===== src/rtl/tmr_multi_if.sv =====
`default_nettype none
// ============================================================================
// Module   : tmr_multi_if
// Purpose  : Peripheral register-bus bundle for the multi-channel timer:
//            CPU access strobes, read data, interrupt and match pulses.
// Revision : 1.0 - initial release
// ============================================================================
interface tmr_multi_if #(
   parameter int WIDTH    = 8,
   parameter int CHANNELS = 4,
   parameter int ADDR_W   = $clog2(CHANNELS) + 2
) ();
   logic [ADDR_W-1:0]   addr;
   logic [WIDTH-1:0]    wdata;
   logic                we;
   logic                re;
   logic [WIDTH-1:0]    rdata;
   logic                irq;
   logic [CHANNELS-1:0] match_pulse;

   // CPU side drives the access, timer side answers
   modport master (output addr, wdata, we, re, input rdata, irq, match_pulse);
   modport slave  (input addr, wdata, we, re, output rdata, irq, match_pulse);
endinterface
`default_nettype wire


===== src/rtl/tmr_multi.sv =====
`default_nettype none
// ============================================================================
// Module   : tmr_multi
// Purpose  : CHANNELS independent WIDTH-bit up-counters, each with a 4-bit
//            prescaler, compare register, periodic/one-shot mode and sticky
//            MATCH flag. Register map per channel: 0 CNT, 1 STAT, 2 CTRL,
//            3 CMP. Optional feature macro: TMR_IRQ_EN (interrupt enable
//            bit CTRL[5] and the irq output; irq tied low when undefined).
// Revision : 1.0 - initial release
// ============================================================================
module tmr_multi #(
   parameter int WIDTH    = 8,
   parameter int CHANNELS = 4,
   parameter int ADDR_W   = $clog2(CHANNELS) + 2
) (
   input  wire logic  clk,
   input  wire logic  rst_n,
   tmr_multi_if.slave bus
);
   localparam int CH_W = (ADDR_W > 2) ? ADDR_W - 2 : 1;

   logic [CH_W-1:0]           w_ch_idx;
   logic                      w_in_range;
   logic [1:0]                w_reg_sel;
   logic [CHANNELS*WIDTH-1:0] w_cnt_all;
   logic [CHANNELS*WIDTH-1:0] w_stat_all;
   logic [CHANNELS*WIDTH-1:0] w_ctrl_all;
   logic [CHANNELS*WIDTH-1:0] w_cmp_all;
   logic [CHANNELS-1:0]       w_pulse_all;
   logic [WIDTH-1:0]          w_rd_val;
   logic [WIDTH-1:0]          rdata_q;
`ifdef TMR_IRQ_EN
   logic [CHANNELS-1:0]       w_irq_src;
`endif

   // A single-channel build has no channel field in the address
   generate
      if (ADDR_W > 2) begin : g_ch_field
         assign w_ch_idx = bus.addr[ADDR_W-1:2];
      end else begin : g_ch_none
         assign w_ch_idx = '0;
      end
   endgenerate

   assign w_reg_sel  = bus.addr[1:0];
   assign w_in_range = (int'(w_ch_idx) < CHANNELS);

   generate
      for (genvar g = 0; g < CHANNELS; g++) begin : g_chan
         logic             w_sel, w_cnt_wr, w_stat_wr, w_ctrl_wr, w_cmp_wr;
         logic             w_tick, w_hit, w_ie;
         logic [WIDTH-1:0] cnt_q, cnt_d, cmp_q, cmp_d;
         logic [WIDTH-1:0] w_stat_rd, w_ctrl_rd;
         logic [3:0]       presc_q, presc_d, pcnt_q, pcnt_d;
         logic             en_q, en_d, oneshot_q, oneshot_d;
         logic             match_q, match_d, pulse_q, pulse_d;

         assign w_sel     = bus.we && w_in_range && (int'(w_ch_idx) == g);
         assign w_cnt_wr  = w_sel && (w_reg_sel == 2'd0);
         assign w_stat_wr = w_sel && (w_reg_sel == 2'd1);
         assign w_ctrl_wr = w_sel && (w_reg_sel == 2'd2);
         assign w_cmp_wr  = w_sel && (w_reg_sel == 2'd3);

         // A CNT write in the same cycle swallows the tick's compare match
         assign w_tick = en_q && (pcnt_q == presc_q);
         assign w_hit  = w_tick && !w_cnt_wr && (cnt_q == cmp_q);

         // Next-state: counter, prescaler, sticky flag and control fields
         always_comb begin
            cnt_d     = cnt_q;
            cmp_d     = cmp_q;
            presc_d   = presc_q;
            pcnt_d    = pcnt_q + 4'd1;
            en_d      = en_q;
            oneshot_d = oneshot_q;
            match_d   = match_q;
            pulse_d   = w_hit;

            if (w_cnt_wr || !en_q || w_tick) pcnt_d = '0;

            if (w_cnt_wr)    cnt_d = bus.wdata;
            else if (w_hit)  cnt_d = '0;
            else if (w_tick) cnt_d = cnt_q + 1'b1;

            // Hardware set wins over a same-cycle write-1-to-clear
            if (w_hit)                          match_d = 1'b1;
            else if (w_stat_wr && bus.wdata[0]) match_d = 1'b0;

            // CPU write to CTRL wins over the one-shot self-disable
            if (w_ctrl_wr) begin
               en_d      = bus.wdata[7];
               oneshot_d = bus.wdata[6];
               presc_d   = bus.wdata[3:0];
            end else if (w_hit && oneshot_q) begin
               en_d = 1'b0;
            end

            if (w_cmp_wr) cmp_d = bus.wdata;
         end

         // Channel state register
         always_ff @(posedge clk) begin
            if (!rst_n) begin
               cnt_q     <= '0;
               cmp_q     <= '0;
               presc_q   <= '0;
               pcnt_q    <= '0;
               en_q      <= 1'b0;
               oneshot_q <= 1'b0;
               match_q   <= 1'b0;
               pulse_q   <= 1'b0;
            end else begin
               cnt_q     <= cnt_d;
               cmp_q     <= cmp_d;
               presc_q   <= presc_d;
               pcnt_q    <= pcnt_d;
               en_q      <= en_d;
               oneshot_q <= oneshot_d;
               match_q   <= match_d;
               pulse_q   <= pulse_d;
            end
         end

`ifdef TMR_IRQ_EN
         logic ie_q;

         // Interrupt-enable bit, only present in interrupt-capable builds
         always_ff @(posedge clk) begin
            if (!rst_n)         ie_q <= 1'b0;
            else if (w_ctrl_wr) ie_q <= bus.wdata[5];
         end
         assign w_ie         = ie_q;
         assign w_irq_src[g] = match_q & ie_q;
`else
         assign w_ie = 1'b0;
`endif

         // Readback images with unused bits forced to zero
         always_comb begin
            w_stat_rd      = '0;
            w_stat_rd[0]   = match_q;
            w_ctrl_rd      = '0;
            w_ctrl_rd[7:0] = {en_q, oneshot_q, w_ie, 1'b0, presc_q};
         end

         assign w_cnt_all[g*WIDTH +: WIDTH]  = cnt_q;
         assign w_stat_all[g*WIDTH +: WIDTH] = w_stat_rd;
         assign w_ctrl_all[g*WIDTH +: WIDTH] = w_ctrl_rd;
         assign w_cmp_all[g*WIDTH +: WIDTH]  = cmp_q;
         assign w_pulse_all[g]               = pulse_q;
      end
   endgenerate

   // Read mux; out-of-range channels read as zero
   always_comb begin
      w_rd_val = '0;
      if (w_in_range) begin
         for (int c = 0; c < CHANNELS; c++) begin
            if (int'(w_ch_idx) == c) begin
               case (w_reg_sel)
                  2'd0:    w_rd_val = w_cnt_all[c*WIDTH +: WIDTH];
                  2'd1:    w_rd_val = w_stat_all[c*WIDTH +: WIDTH];
                  2'd2:    w_rd_val = w_ctrl_all[c*WIDTH +: WIDTH];
                  default: w_rd_val = w_cmp_all[c*WIDTH +: WIDTH];
               endcase
            end
         end
      end
   end

   // Registered read data, held until the next read strobe
   always_ff @(posedge clk) begin
      if (!rst_n)      rdata_q <= '0;
      else if (bus.re) rdata_q <= w_rd_val;
   end

   assign bus.rdata       = rdata_q;
   assign bus.match_pulse = w_pulse_all;
`ifdef TMR_IRQ_EN
   assign bus.irq = |w_irq_src;
`else
   assign bus.irq = 1'b0;
`endif
endmodule
`default_nettype wire


===== src/flat_wrapper.sv =====
// flat-port wrapper written by rule: the top's interface ports become plain ports
module tmr_multi_flat 
#(
   parameter int WIDTH    = 8,
   parameter int CHANNELS = 4,
   parameter int ADDR_W   = $clog2(CHANNELS) + 2
)
  (clk, rst_n, bus_addr, bus_wdata, bus_we, bus_re, bus_rdata, bus_irq, bus_match_pulse);
  tmr_multi_if #(.WIDTH(WIDTH), .CHANNELS(CHANNELS), .ADDR_W(ADDR_W)) bus_i ();
  input  wire logic clk;
  input  wire logic rst_n;
  input wire logic [$bits(bus_i.addr)-1:0] bus_addr;
  input wire logic [$bits(bus_i.wdata)-1:0] bus_wdata;
  input wire logic [$bits(bus_i.we)-1:0] bus_we;
  input wire logic [$bits(bus_i.re)-1:0] bus_re;
  output wire logic [$bits(bus_i.rdata)-1:0] bus_rdata;
  output wire logic [$bits(bus_i.irq)-1:0] bus_irq;
  output wire logic [$bits(bus_i.match_pulse)-1:0] bus_match_pulse;
  assign bus_i.addr = bus_addr;
  assign bus_i.wdata = bus_wdata;
  assign bus_i.we = bus_we;
  assign bus_i.re = bus_re;
  assign bus_rdata = bus_i.rdata;
  assign bus_irq = bus_i.irq;
  assign bus_match_pulse = bus_i.match_pulse;
  tmr_multi #(.WIDTH(WIDTH), .CHANNELS(CHANNELS), .ADDR_W(ADDR_W)) u_core (.clk(clk), .rst_n(rst_n), .bus(bus_i));
endmodule

===== config.mk =====
export PLATFORM = sky130hd
export DESIGN_NAME = tmr_multi_flat
export DESIGN_NICKNAME = d
export VERILOG_FILES = /design/src/rtl/tmr_multi_if.sv /design/src/rtl/tmr_multi.sv /design/src/flat_wrapper.sv
export SDC_FILE = /design/constraint.sdc
export NUM_CORES = 1
export LEC_CHECK = 0
export ABC_CLOCK_PERIOD_IN_PS = 1900
export CAP_MARGIN = 20
export CORE_UTILIZATION = 35
export DETAILED_ROUTE_END_ITERATION = 12
export GPL_ROUTABILITY_DRIVEN = 0
export MAX_ROUTING_LAYER = met4
export PLACE_DENSITY_LB_ADDON = 0.05
export SLEW_MARGIN = 20
export SYNTH_ARGS = -nofsm -noshare
export SYNTH_HDL_FRONTEND = slang
export SYNTH_SLANG_ARGS = --single-unit

===== constraint.sdc =====
create_clock -name clk -period 1.9 [get_ports clk]
set_input_delay 0.19 -clock clk [delete_from_list [all_inputs] [get_ports clk]]
set_output_delay 0.19 -clock clk [all_outputs]
set_load 0.005 [all_outputs]

==> metrics.md, run 1 <==
| Metric | Value |
|---|---|
| Status | `finished, final reports clean` |
| Static Leak | `3.41 nW` |
| Die Y | `139 um` |
| Hold_sp | `u_core.g_chan[3].match_q` |
| Yosys cell types | `54` |
| Antenna diodes | `0` |
| Hpwl dp | `16,700 um` |
| # port buffers | `27` |
| Row Count | `49` |
| CTS Sinks | `120` |
| Final net count | `929` |
| Dominant cell type by area after synthesis | `dfxtp_1` |
| Max Cap Viol | `0` |
| Worst Setup Start Kind | `flip-flop` |
| First-pass GRT wire length | `36,400 um` |
| Final worst path period share | `0.943` |
| Syn. warnings | `0` |
| Area of the multi-input gates | `0.00382 mm^2` |
| Register area | `0.00240 mm^2` |
| CTS max path bufs | `2` |
| Die W | `139 um` |
| Dominant cells by area after synthesis | `dfxtp_1 37%, a21oi_1 6.3%, o21ai_0 6.1%` |
| Initial antenna violation count | `0` |
| Hold Path Cell Cnt | `2` |
| WP data required | `2.24 ns` |
| 1st-iter DRT viols | `442` |
| Root buf cell | `clkbuf_16` |
| GRT Total Usage | `0.254` |
| Pwr Density | `889 mW/mm^2` |
| CTS clock-pin slew for the worst setup and hold paths | `0.06 ns` |
| Number of synthesized flops with an enable pin | `0` |
| Worst setup path start | `u_core.g_chan[0].cnt_q[1]` |
| Largest net degree at the start of global routing | `29` |
| Syn nets | `829` |
| WL final | `23,000 um` |
| Cell count after synthesis | `805` |
| Setup CP Type | `reg -> reg` |
| Clock Latency Late Sink | `0.42 ns` |
| R2R cell count | `5` |
| Synthesized flop and latch total | `120` |
| Most frequent cells after synthesis | `120 x dfxtp_1, 82 x a21oi_1, 80 x o21ai_0, 66 x nand2_1, 60 x nor2_1` |
| Inserted Clock Buffers | `17` |
| VDD IR max | `0.000567 V` |
| Fillers | `1,803` |
| Cell with the most instances after synthesis | `dfxtp_1` |
| Level count of the clock H-tree | `4` |
| Reg-to-reg critical path endpoint | `u_core.g_chan[0].cnt_q[6]` |
| Area Growth Syn to Fin | `28.6%` |
| Core area | `0.0181 mm^2` |
| Vias per cell | `5.58` |
| Final setup violation count | `0` |
| Vias | `6,405` |
| Worst-path maximum fanout | `6` |
| Crit. End Element | `flip-flop` |
| Post-synth top area share | `0.366` |
| Unrepaired setup endpoints after global routing | `no` |
| Sequential element share of the synthesized area | `0.366` |
| Fmax | `558 MHz` |
| Final worst slack | `0.108 ns` |
| Hold crit path type | `reg -> reg` |
| Post-Syn Area | `0.00656 mm^2` |
| Routed Antenna Nets | `0` |
| Clk_skew | `0.00969 ns` |
| Remaining Overflow, GRT | `0` |
| Io pins | `29` |
| Least-Margin Pin Slew | `0.630 ns` |
| Drt pass-1 iters | `7` |
| Setup TNS | `0 ns` |
| Post-route DRC violation count | `0` |
| Initial Utilization | `0.362` |
| Mean Syn Cell Area | `8.15 um^2` |
| Post-route minimum period | `1.79 ns` |
| CTS tree | `built` |
| Die footprint | `0.0193 mm^2` |
| RR Startpoint | `u_core.g_chan[0].cnt_q[1]` |
| Pre-CTS WS | `-0.278 ns` |
| Fraction of layout instances using a drive strength above 1 | `0.202` |
| Slew headroom | `0.579` |
| Arr. time, crit path | `2.13 ns` |
| # Post-CTS Setup Buffers | `0` |
| Final Max Slew Viols | `0` |
| Fraction of registers with async set/reset | `0` |
| Reg2Reg Setup Slack | `0.11 ns` |
| Number of global-route vias before repair | `6,267` |
| Wire length per cell | `20.0 um` |
| Hold EP | `u_core.g_chan[3].match_q` |
| Fin. Hold Viols | `0` |
| Hold-fix buffers, CTS | `0` |
| Synth Flop Type | `dfxtp_1` |
-- registers in the layout, summed over array words and instances, names as in the netlist --
register                 count
u_core.bus.rdata             8
u_core.g_chan.pcnt_q        16
u_core.g_chan.oneshot_q      4
u_core.g_chan.cnt_q         32
u_core.g_chan.presc_q       16
u_core.g_chan.cmp_q         32
u_core.g_chan.match_q        4
u_core.g_chan.pulse_q        4
u_core.g_chan.en_q           4
-- final cells by class --
cell class / instances / area share
inverter: 14 / 0.00623
tap: 229 / 0.0339
timing repair buffer: 148 / 0.146
sequential: 120 / 0.285
multi-input combinational: 604 / 0.453
clock inverter: 12 / 0.0236
clock buffer: 20 / 0.0529
-- cells in the final DEF, fill, tap and decap left out, types with 4 or more instances in the layout --
master	count
dfxtp_1	118
buf_4	117
a21oi_1	82
o21ai_0	80
nand2_1	66
nor2_1	60
xor2_1	33
nand3_1	33
xnor2_1	28
clkdlybuf4s50_1	27
mux2i_1	23
nand4_1	18
a221oi_1	18
clkbuf_16	17
inv_1	13
nor4_1	13
nor3_1	12
a21o_1	12
o21a_1	11
a31oi_1	11
mux2_2	11
nand2b_1	8
ha_1	8
mux4_2	6
or2_2	5
o22ai_1	5
o211ai_1	5
bufinv_16	5
and2_1	4
a22oi_1	4
o221a_2	4
nor4b_1	4
a2bb2oi_1	4
a211oi_1	4
buf_12	4
-- layer usage --
layer  vias up  track usage  part of all wire  routed length (um)
li1       3109            -                 -                   -
met1      3096        0.320              0.46               10500
met2       162        0.409              0.48               10900
met3        38       0.0445             0.042                 967
met4         0       0.0854             0.023                 533
met5         -            -                 0                   0
-- repair_timing --
action	4_1_cts	5_1_grt
setup endpoints to repair	0	1
resized for setup	0	2
hold endpoints to repair	0	0
-- worst max-delay path: stages, from the launching register on --
cell and delay [ns]:
dfxtp_2 0.41, ha_1 0.21, nand3_1 0.13, or2_2 0.34, or4_1 0.42, a31oi_1 0.20
-- through the flow --
step                      cell area [um^2]  power [W]  instances  utilization  hold slack [ns]
final                                 8440    0.00750       1147        0.465            0.474
after floorplan                       6560    0.00344        805            -            0.326
after global routing                  8440    0.00779       1147        0.465            0.508
after CTS                             8440    0.00757       1147        0.465            0.477
after detailed placement              7790    0.00398       1115        0.429            0.469
after global placement                7790    0.00397       1115        0.429            0.456
-- worst max-delay path by stage --
stage	endpoint	slack (ns)	cells after the start
detailed placement	u_core.bus.rdata[3]	-0.28	7
global route	u_core.g_chan[0].cnt_q[6]	0.04	5
finish	u_core.g_chan[0].cnt_q[6]	0.11	5
floorplan	u_core.g_chan[3].en_q	0.24	6
CTS	u_core.g_chan[0].cnt_q[6]	0.006	5
global placement	u_core.bus.rdata[3]	-0.25	7
-- kinds of logic after synthesis --
group / share of synthesized area
AOI/OAI and AO/OA: 0.229
xor gates and xnor gates: 0.0814
buffers and inverters: 0.0517
DFF: 0.366
muxes: 0.0745
adders and majority gates: 0.0153
and+or+nand+nor: 0.181
other: 0.000571
-- power breakdown --
group / switching (W) / internal, W
sequential: 0.000107 / 0.00262
clock: 0.00120 / 0.00236
combinational: 0.000680 / 0.000537
(Power assumes the default switching activity.)
==> run 2, diff against run 1 <==
PLACE_DENSITY_LB_ADDON = default   (was 0.05)
==> run 2 against run 1 <==
  * First-iteration DRC count grew 63%
  * Clock power shrank 11%
  * Global-route usage shrank 1.9 points
  * Fmax grew 0.76%
  * Register-to-register slack is essentially flat
  * Sequential power is essentially flat
  * Die area is the same
  * Routed wire length shrank 6.6%
  * Via count grew 0.91%
  * Cell count shrank 0.35%
  * Critical path type unchanged
==> metrics.md, run 2 (same netlist as run 1, synthesis figures left out) <==
| Metric | Value |
|---|---|
| Pwr Density | `850 mW/mm^2 (was 889 mW/mm^2)` |
| Drt pass-1 iters | `8 (was 7)` |
| Antenna diodes | `0 (unchanged)` |
| CTS Sinks | `120 (unchanged)` |
| R2R cell count | `6 (was 5)` |
| Die Y | `139 um (unchanged)` |
| Slew headroom | `0.551 (was 0.579)` |
| Hold_sp | `u_core.g_chan[0].pcnt_q[0] (was u_core.g_chan[3].match_q)` |
| GRT Total Usage | `0.234 (was 0.254)` |
| Crit path max-delay cell type | `dfxtp_1 (was or4_1)` |
| Inst Count DP | `1,111 (was 1,115)` |
| CP delay by family, top | `simple AND/OR/NAND/NOR gates (unchanged)` |
| Vias per cell | `5.65 (was 5.58)` |
| CP peak stage delay | `0.41 ns (was 0.42 ns)` |
| Hold crit path type | `reg -> reg (unchanged)` |
| Arr. time, crit path | `2.08 ns (was 2.13 ns)` |
| Routed Antenna Nets | `0 (unchanged)` |
| Worst Setup Start Kind | `flip-flop (unchanged)` |
| Pre-CTS WS | `-0.281 ns (was -0.278 ns)` |
| Final net count | `925 (was 929)` |
| CTS max path bufs | `2 (unchanged)` |
| Register area | `0.00240 mm^2 (unchanged)` |
| Static Leak | `3.35 nW (was 3.41 nW)` |
| Setup CP Type | `reg -> reg (unchanged)` |
| Hold Path Cell Cnt | `1 (was 2)` |
| Inserted Clock Buffers | `17 (unchanged)` |
| Largest net degree at the start of global routing | `27 (was 29)` |
| Least-Margin Pin Slew | `0.671 ns (was 0.630 ns)` |
| Largest registers | `u_core.g_chan.cmp_q: 32 flops, u_core.g_chan.cnt_q: 32 flops (unchanged)` |
| Fin. Hold Viols | `0 (unchanged)` |
| Post-Layout Cell Count | `1,143 (was 1,147)` |
| Commonest non-fill, non-tap cell in the layout | `dfxtp_1 (unchanged)` |
| Clock Latency Late Sink | `0.43 ns (was 0.42 ns)` |
| Reg2Reg Setup Slack | `0.12 ns (was 0.11 ns)` |
| CTS clock-pin slew for the worst setup and hold paths | `0.06 ns (about the same)` |
| Final worst path period share | `0.936 (was 0.943)` |
| Reg-to-reg critical path endpoint | `u_core.g_chan[0].en_q (was u_core.g_chan[0].cnt_q[6])` |
| Most frequent cells in the layout | `118 x dfxtp_1, 112 x buf_4, 82 x a21oi_1, 80 x o21ai_0, 66 x nand2_1 (was 118 x dfxtp_1, 117 x buf_4, 82 x a21oi_1, 80 x o21ai_0, 66 x nand2_1)` |
| Core area | `0.0181 mm^2 (unchanged)` |
| Hold EP | `u_core.g_chan[0].pcnt_q[0] (was u_core.g_chan[3].match_q)` |
| Io pins | `29 (unchanged)` |
| First-pass GRT wire length | `33,800 um (was 36,400 um)` |
| CP Buf/Inv Count | `1 (was 0)` |
| Final worst slack | `0.121 ns (was 0.108 ns)` |
| WL final | `21,400 um (was 23,000 um)` |
| Max Cap Viol | `0 (unchanged)` |
| Crit. End Element | `flip-flop (unchanged)` |
| Number of global-route vias before repair | `6,016 (was 6,267)` |
| Crit path cell chain | `xnor2_1, nand4_2, or2_4, buf_4, nor3_1, o22ai_1 (was ha_1, nand3_1, or2_2, or4_1, a31oi_1)` |
| Final Max Slew Viols | `0 (unchanged)` |
| Fraction of layout instances using a drive strength above 1 | `0.199 (was 0.202)` |
| Root buf cell | `clkbuf_16 (unchanged)` |
| Unrepaired setup endpoints after global routing | `no (unchanged)` |
| Initial antenna violation count | `0 (unchanged)` |
| VDD IR max | `0.000650 V (was 0.000567 V)` |
| Worst-path maximum fanout | `9 (was 6)` |
| Die W | `139 um (unchanged)` |
| Fmax | `562 MHz (was 558 MHz)` |
| Post-route minimum period | `1.78 ns (was 1.79 ns)` |
| CTS tree | `built (unchanged)` |
| Row Count | `49 (unchanged)` |
| WP data required | `2.20 ns (was 2.24 ns)` |
| Fillers | `1,771 (was 1,803)` |
| Die footprint | `0.0193 mm^2 (unchanged)` |
| # port buffers | `27 (unchanged)` |
| Wire length per cell | `18.8 um (was 20.0 um)` |
| Remaining Overflow, GRT | `0 (unchanged)` |
| Status | `finished, final reports clean (unchanged)` |
| 1st-iter DRT viols | `719 (was 442)` |
| RR Startpoint | `u_core.g_chan[0].presc_q[0] (was u_core.g_chan[0].cnt_q[1])` |
| Hold-fix buffers, CTS | `0 (unchanged)` |
| Setup TNS | `0 ns (unchanged)` |
| Vias | `6,463 (was 6,405)` |
| Final setup violation count | `0 (unchanged)` |
| Area of the multi-input gates | `0.00382 mm^2 (unchanged)` |
| Area Growth Syn to Fin | `27.2% (was 28.6%)` |
| Level count of the clock H-tree | `4 (unchanged)` |
| Initial Utilization | `0.362 (unchanged)` |
| Clk_skew | `0.00505 ns (was 0.00969 ns)` |
| Post-route DRC violation count | `0 (unchanged)` |
| Hpwl dp | `15,400 um (was 16,700 um)` |
[run 2: worst register-to-register path: stages (launching register included)]
cell and delay [ns]:
dfxtp_1 0.41, xnor2_1 0.16, nand4_2 0.14, or2_4 0.29, buf_4 0.17, nor3_1 0.35, o22ai_1 0.12
[run 2: power by group]
group          leakage [nW]  switching, W  total, W  internal, W
registers             0.972      0.000123   0.00274      0.00262
logic                  2.10      0.000658   0.00119     0.000537
clock network         0.278       0.00121   0.00316      0.00195
total                  3.35       0.00199   0.00710      0.00510
[run 2: area by class of cell]
type                            count  area share
Sequential cell                   120       0.288
Inverter                           14     0.00629
Timing Repair Buffer              144       0.145
Clock buffer                       19      0.0530
Tap cell                          229      0.0343
Clock inverter                     13      0.0156
Multi-Input combinational cell    604       0.458
[run 2: repair_timing]
item,in CTS,in global routing
gates resized for setup,0,2
endpoints found under the setup margin,0,1
setup buffers,0,0
[run 2: worst max path at each step]
stage               slack, ns                         to  cells past startpoint                   startpoint
CTS                       0.1  u_core.g_chan[0].cnt_q[6]                      5    u_core.g_chan[0].cnt_q[1]
finish                   0.12      u_core.g_chan[0].en_q                      6  u_core.g_chan[0].presc_q[0]
floorplan                0.24      u_core.g_chan[3].en_q                      6    u_core.g_chan[3].cnt_q[3]
global placement        -0.22        u_core.bus.rdata[1]                      7                  bus_addr[1]
global route             0.02      u_core.g_chan[0].en_q                      6  u_core.g_chan[0].presc_q[2]
detailed placement      -0.28        u_core.bus.rdata[3]                      7                  bus_addr[1]
[run 2: layer usage]
metal | up-vias | routed length, um | GRT usage
met1 | 3098 | 10000 | 0.309
met4 | 0 | 569 | 0.0959
met3 | 44 | 1100 | 0.0432
met2 | 219 | 9740 | 0.352
li1 | 3102 | - | -
met5 | - | 0 | -
[run 2: stage by stage]
| step | total power, W | hold slack, ns | area, um^2 | utilization |
|---|---|---|---|---|
| detailed placement | 0.00396 | 0.464 | 7770 | 0.428 |
| floorplan | 0.00344 | 0.326 | 6560 | - |
| global placement | 0.00397 | 0.462 | 7770 | 0.428 |
| global route | 0.00737 | 0.512 | 8350 | 0.460 |
| CTS | 0.00713 | 0.477 | 8350 | 0.460 |
| finish | 0.00710 | 0.472 | 8350 | 0.460 |
==> run 3, diff against run 2 <==
GPL_TIMING_DRIVEN = 0   (was default)
==> run 3 against run 2 <==
  * The flow now finishes with violations (design-rule violations)
  * Critical path depth is 2 higher
  * Sequential share of layout area is 1.6 points higher
  * Global-route usage is 0.59 points higher
  * Fmax is 3.3% lower
  * Total power is 5.6% higher
  * Die area stayed put
  * Routed wire length is 2.7% higher
  * Combinational power is 8% lower
  * Final area is 5.2% lower
==> metrics.md, run 3 (same netlist as run 1, synthesis figures left out) <==
| Metric | Value |
|---|---|
| Status | `complete, but fails checks (was finished, final reports clean)` |
| Failing checks | `design-rule violations` |
| Antenna diodes | `0 (unchanged)` |
| First-pass GRT wire length | `34,600 um (was 33,800 um)` |
| Hold-fix buffers, CTS | `0 (unchanged)` |
| Fin. Hold Viols | `0 (unchanged)` |
| CTS max path bufs | `2 (unchanged)` |
| Fmax | `544 MHz (was 562 MHz)` |
| Final setup violation count | `0 (unchanged)` |
| Placed inst area | `0.00710 mm^2 (was 0.00777 mm^2)` |
| Worst Setup Start Kind | `primary input (was flip-flop)` |
| Io pins | `29 (unchanged)` |
| Inst Count DP | `1,059 (was 1,111)` |
| Die W | `139 um (unchanged)` |
| Worst-path maximum fanout | `10 (was 9)` |
| Final net count | `872 (was 925)` |
| Clk_skew | `0.00773 ns (was 0.00505 ns)` |
| Unrepaired setup endpoints after global routing | `no (unchanged)` |
| Setup CP Type | `in -> reg (was reg -> reg)` |
| Final Max Slew Viols | `0 (unchanged)` |
| Inserted Clock Buffers | `17 (unchanged)` |
| Max Cap Viol | `0 (unchanged)` |
| Largest registers | `u_core.g_chan.cmp_q: 32 flops, u_core.g_chan.cnt_q: 32 flops (unchanged)` |
| Wire length per cell | `20.2 um (was 18.8 um)` |
| Remaining Overflow, GRT | `0 (unchanged)` |
| Initial antenna violation count | `0 (unchanged)` |
| Post-Layout Cell Count | `1,090 (was 1,143)` |
| Pwr Density | `947 mW/mm^2 (was 850 mW/mm^2)` |
| Number of global-route vias before repair | `5,908 (was 6,016)` |
| Largest net degree at the start of global routing | `17 (was 27)` |
| NetSw | `0.00199 W (about the same)` |
| Hold EP | `u_core.g_chan[0].cnt_q[0] (was u_core.g_chan[0].pcnt_q[0])` |
| Share of power burned in combinational logic | `0.147 (was 0.168)` |
| Fraction of layout instances using a drive strength above 1 | `0.141 (was 0.199)` |
| Core area | `0.0181 mm^2 (unchanged)` |
| VDD IR max | `0.000458 V (was 0.000650 V)` |
| Internal power | `0.00551 W (was 0.00510 W)` |
| Static Leak | `3.00 nW (was 3.35 nW)` |
| Design area | `0.00792 mm^2 (was 0.00835 mm^2)` |
| Hold Path Cell Cnt | `3 (was 1)` |
| Vias | `6,421 (was 6,463)` |
| Most frequent cells in the layout | `114 x dfxtp_1, 82 x a21oi_1, 80 x o21ai_0, 64 x nand2_1, 53 x nor2_1 (was 118 x dfxtp_1, 112 x buf_4, 82 x a21oi_1, 80 x o21ai_0, 66 x nand2_1)` |
| CTS clock-pin slew for the worst setup and hold paths | `0.06 ns (about the same)` |
| WL final | `22,000 um (was 21,400 um)` |
| Die footprint | `0.0193 mm^2 (unchanged)` |
| Hold crit path type | `in -> reg (was reg -> reg)` |
| Reg2Reg Setup Slack | `0.08 ns (was 0.12 ns)` |
| Commonest non-fill, non-tap cell in the layout | `dfxtp_1 (unchanged)` |
| CTS Sinks | `120 (unchanged)` |
| Clock Latency Late Sink | `0.43 ns (about the same)` |
| Slew headroom | `0.395 (was 0.551)` |
| Crit. End Element | `flip-flop (unchanged)` |
| Row Count | `49 (unchanged)` |
| Sw frac | `0.265 (was 0.281)` |
| Initial Utilization | `0.362 (unchanged)` |
| Least-Margin Pin Slew | `0.908 ns (was 0.671 ns)` |
| Post-route DRC violation count | `3 (was 0)` |
| 1st-iter DRT viols | `817 (was 719)` |
| Vias per cell | `5.89 (was 5.65)` |
| Area Growth Syn to Fin | `20.6% (was 27.2%)` |
| Pwr Total | `0.00750 W (was 0.00710 W)` |
| Arr. time, crit path | `2.14 ns (was 2.08 ns)` |
| GRT Total Usage | `0.240 (was 0.234)` |
| Die Y | `139 um (unchanged)` |
| Root buf cell | `clkbuf_16 (unchanged)` |
| Clock power share | `0.488 (was 0.445)` |
| Drt pass-1 iters | `9 (was 8)` |
| Reg-to-reg critical path endpoint | `u_core.g_chan[2].cnt_q[2] (was u_core.g_chan[0].en_q)` |
| Level count of the clock H-tree | `4 (unchanged)` |
| Part of the power in registers | `0.366 (was 0.387)` |
| Hold_sp | `bus_we (was u_core.g_chan[0].pcnt_q[0])` |
| Routed Antenna Nets | `0 (unchanged)` |
| Final worst path period share | `0.968 (was 0.936)` |
| # port buffers | `25 (was 27)` |
| WP data required | `2.20 ns (about the same)` |
| CTS tree | `built (unchanged)` |
| Post-route minimum period | `1.84 ns (was 1.78 ns)` |
| RR Startpoint | `u_core.g_chan[2].cnt_q[0] (was u_core.g_chan[0].presc_q[0])` |
| Hpwl dp | `15,200 um (was 15,400 um)` |
| R2R cell count | `6 (unchanged)` |
-- run 3: power groups by stage --
| stage | sequential (W) | combinational, W | clock (W) |
|---|---|---|---|
| 3_3_place_gp | 0.00277 | 0.00103 | 0 |
| 4_1_cts | 0.00273 | 0.00106 | 0.00369 |
| 2_1_floorplan | 0.00274 | 0.000699 | 0 |
| 5_1_grt | 0.00275 | 0.00118 | 0.00384 |
| 6_report | 0.00274 | 0.00110 | 0.00366 |
| 3_5_place_dp | 0.00277 | 0.00103 | 0 |
-- run 3: worst max-delay path by stage --
stage,slack (ns),end,from,cells after the start
after detailed placement,-0.66,u_core.bus.rdata[7],bus_addr[0],8
final,0.06,u_core.bus.rdata[7],bus_addr[0],8
after floorplan,0.24,u_core.g_chan[3].en_q,u_core.g_chan[3].cnt_q[3],6
after CTS,-0.002,u_core.g_chan[3].pulse_q,bus_addr[0],7
after global routing,0.0009,u_core.g_chan[1].en_q,u_core.g_chan[1].presc_q[0],6
after global placement,-0.63,u_core.bus.rdata[7],bus_addr[0],8
-- run 3: critical path: stages --
cell,delay [ns]
clkdlybuf4s50_1,0.51
buf_6,0.19
buf_6,0.19
mux2_2,0.36
a22oi_2,0.17
a211oi_1,0.11
a31oi_1,0.29
a21oi_1,0.11
-- run 3: area by class of cell --
type                    instances  area, um^2
multi-input cells             604        3900
flip-flops and latches        120        2410
inverters                      14        52.6
clock buffers                  21         480
plain buffers                  57         274
fillers                      1789       10200
clock inverters                11         193
repair buffers                 34         318
well taps                     229         287
-- run 3: per-stage QoR --
| step | worst slack [ns] | setup TNS, ns | util | hold slack [ns] |
|---|---|---|---|---|
| after floorplan | 0.245 | 0 | - | 0.326 |
| after global placement | -0.626 | -37.43 | 0.391 | 0.459 |
| after detailed placement | -0.657 | -39.17 | 0.391 | 0.467 |
| after CTS | -0.00182 | -0.00347 | 0.430 | 0.347 |
| after global routing | 0.000938 | 0 | 0.436 | 0.449 |
| final | 0.0614 | 0 | 0.436 | 0.413 |
-- run 3: timing repair --
item                       4_1_cts  5_1_grt
gates resized for setup          8       41
setup endpoints to repair       16       56
buffers inserted                 4        5
pin swaps                        1        2
cloned                           0        0
-- run 3: routing by layer --
layer / global-route usage / up-vias / routed length, um
met5: - / - / 0
met2: 0.355 / 302 / 9740
met3: 0.0404 / 59 / 1670
met4: 0.108 / 0 / 819
met1: 0.320 / 3060 / 9790
li1: - / 3000 / -
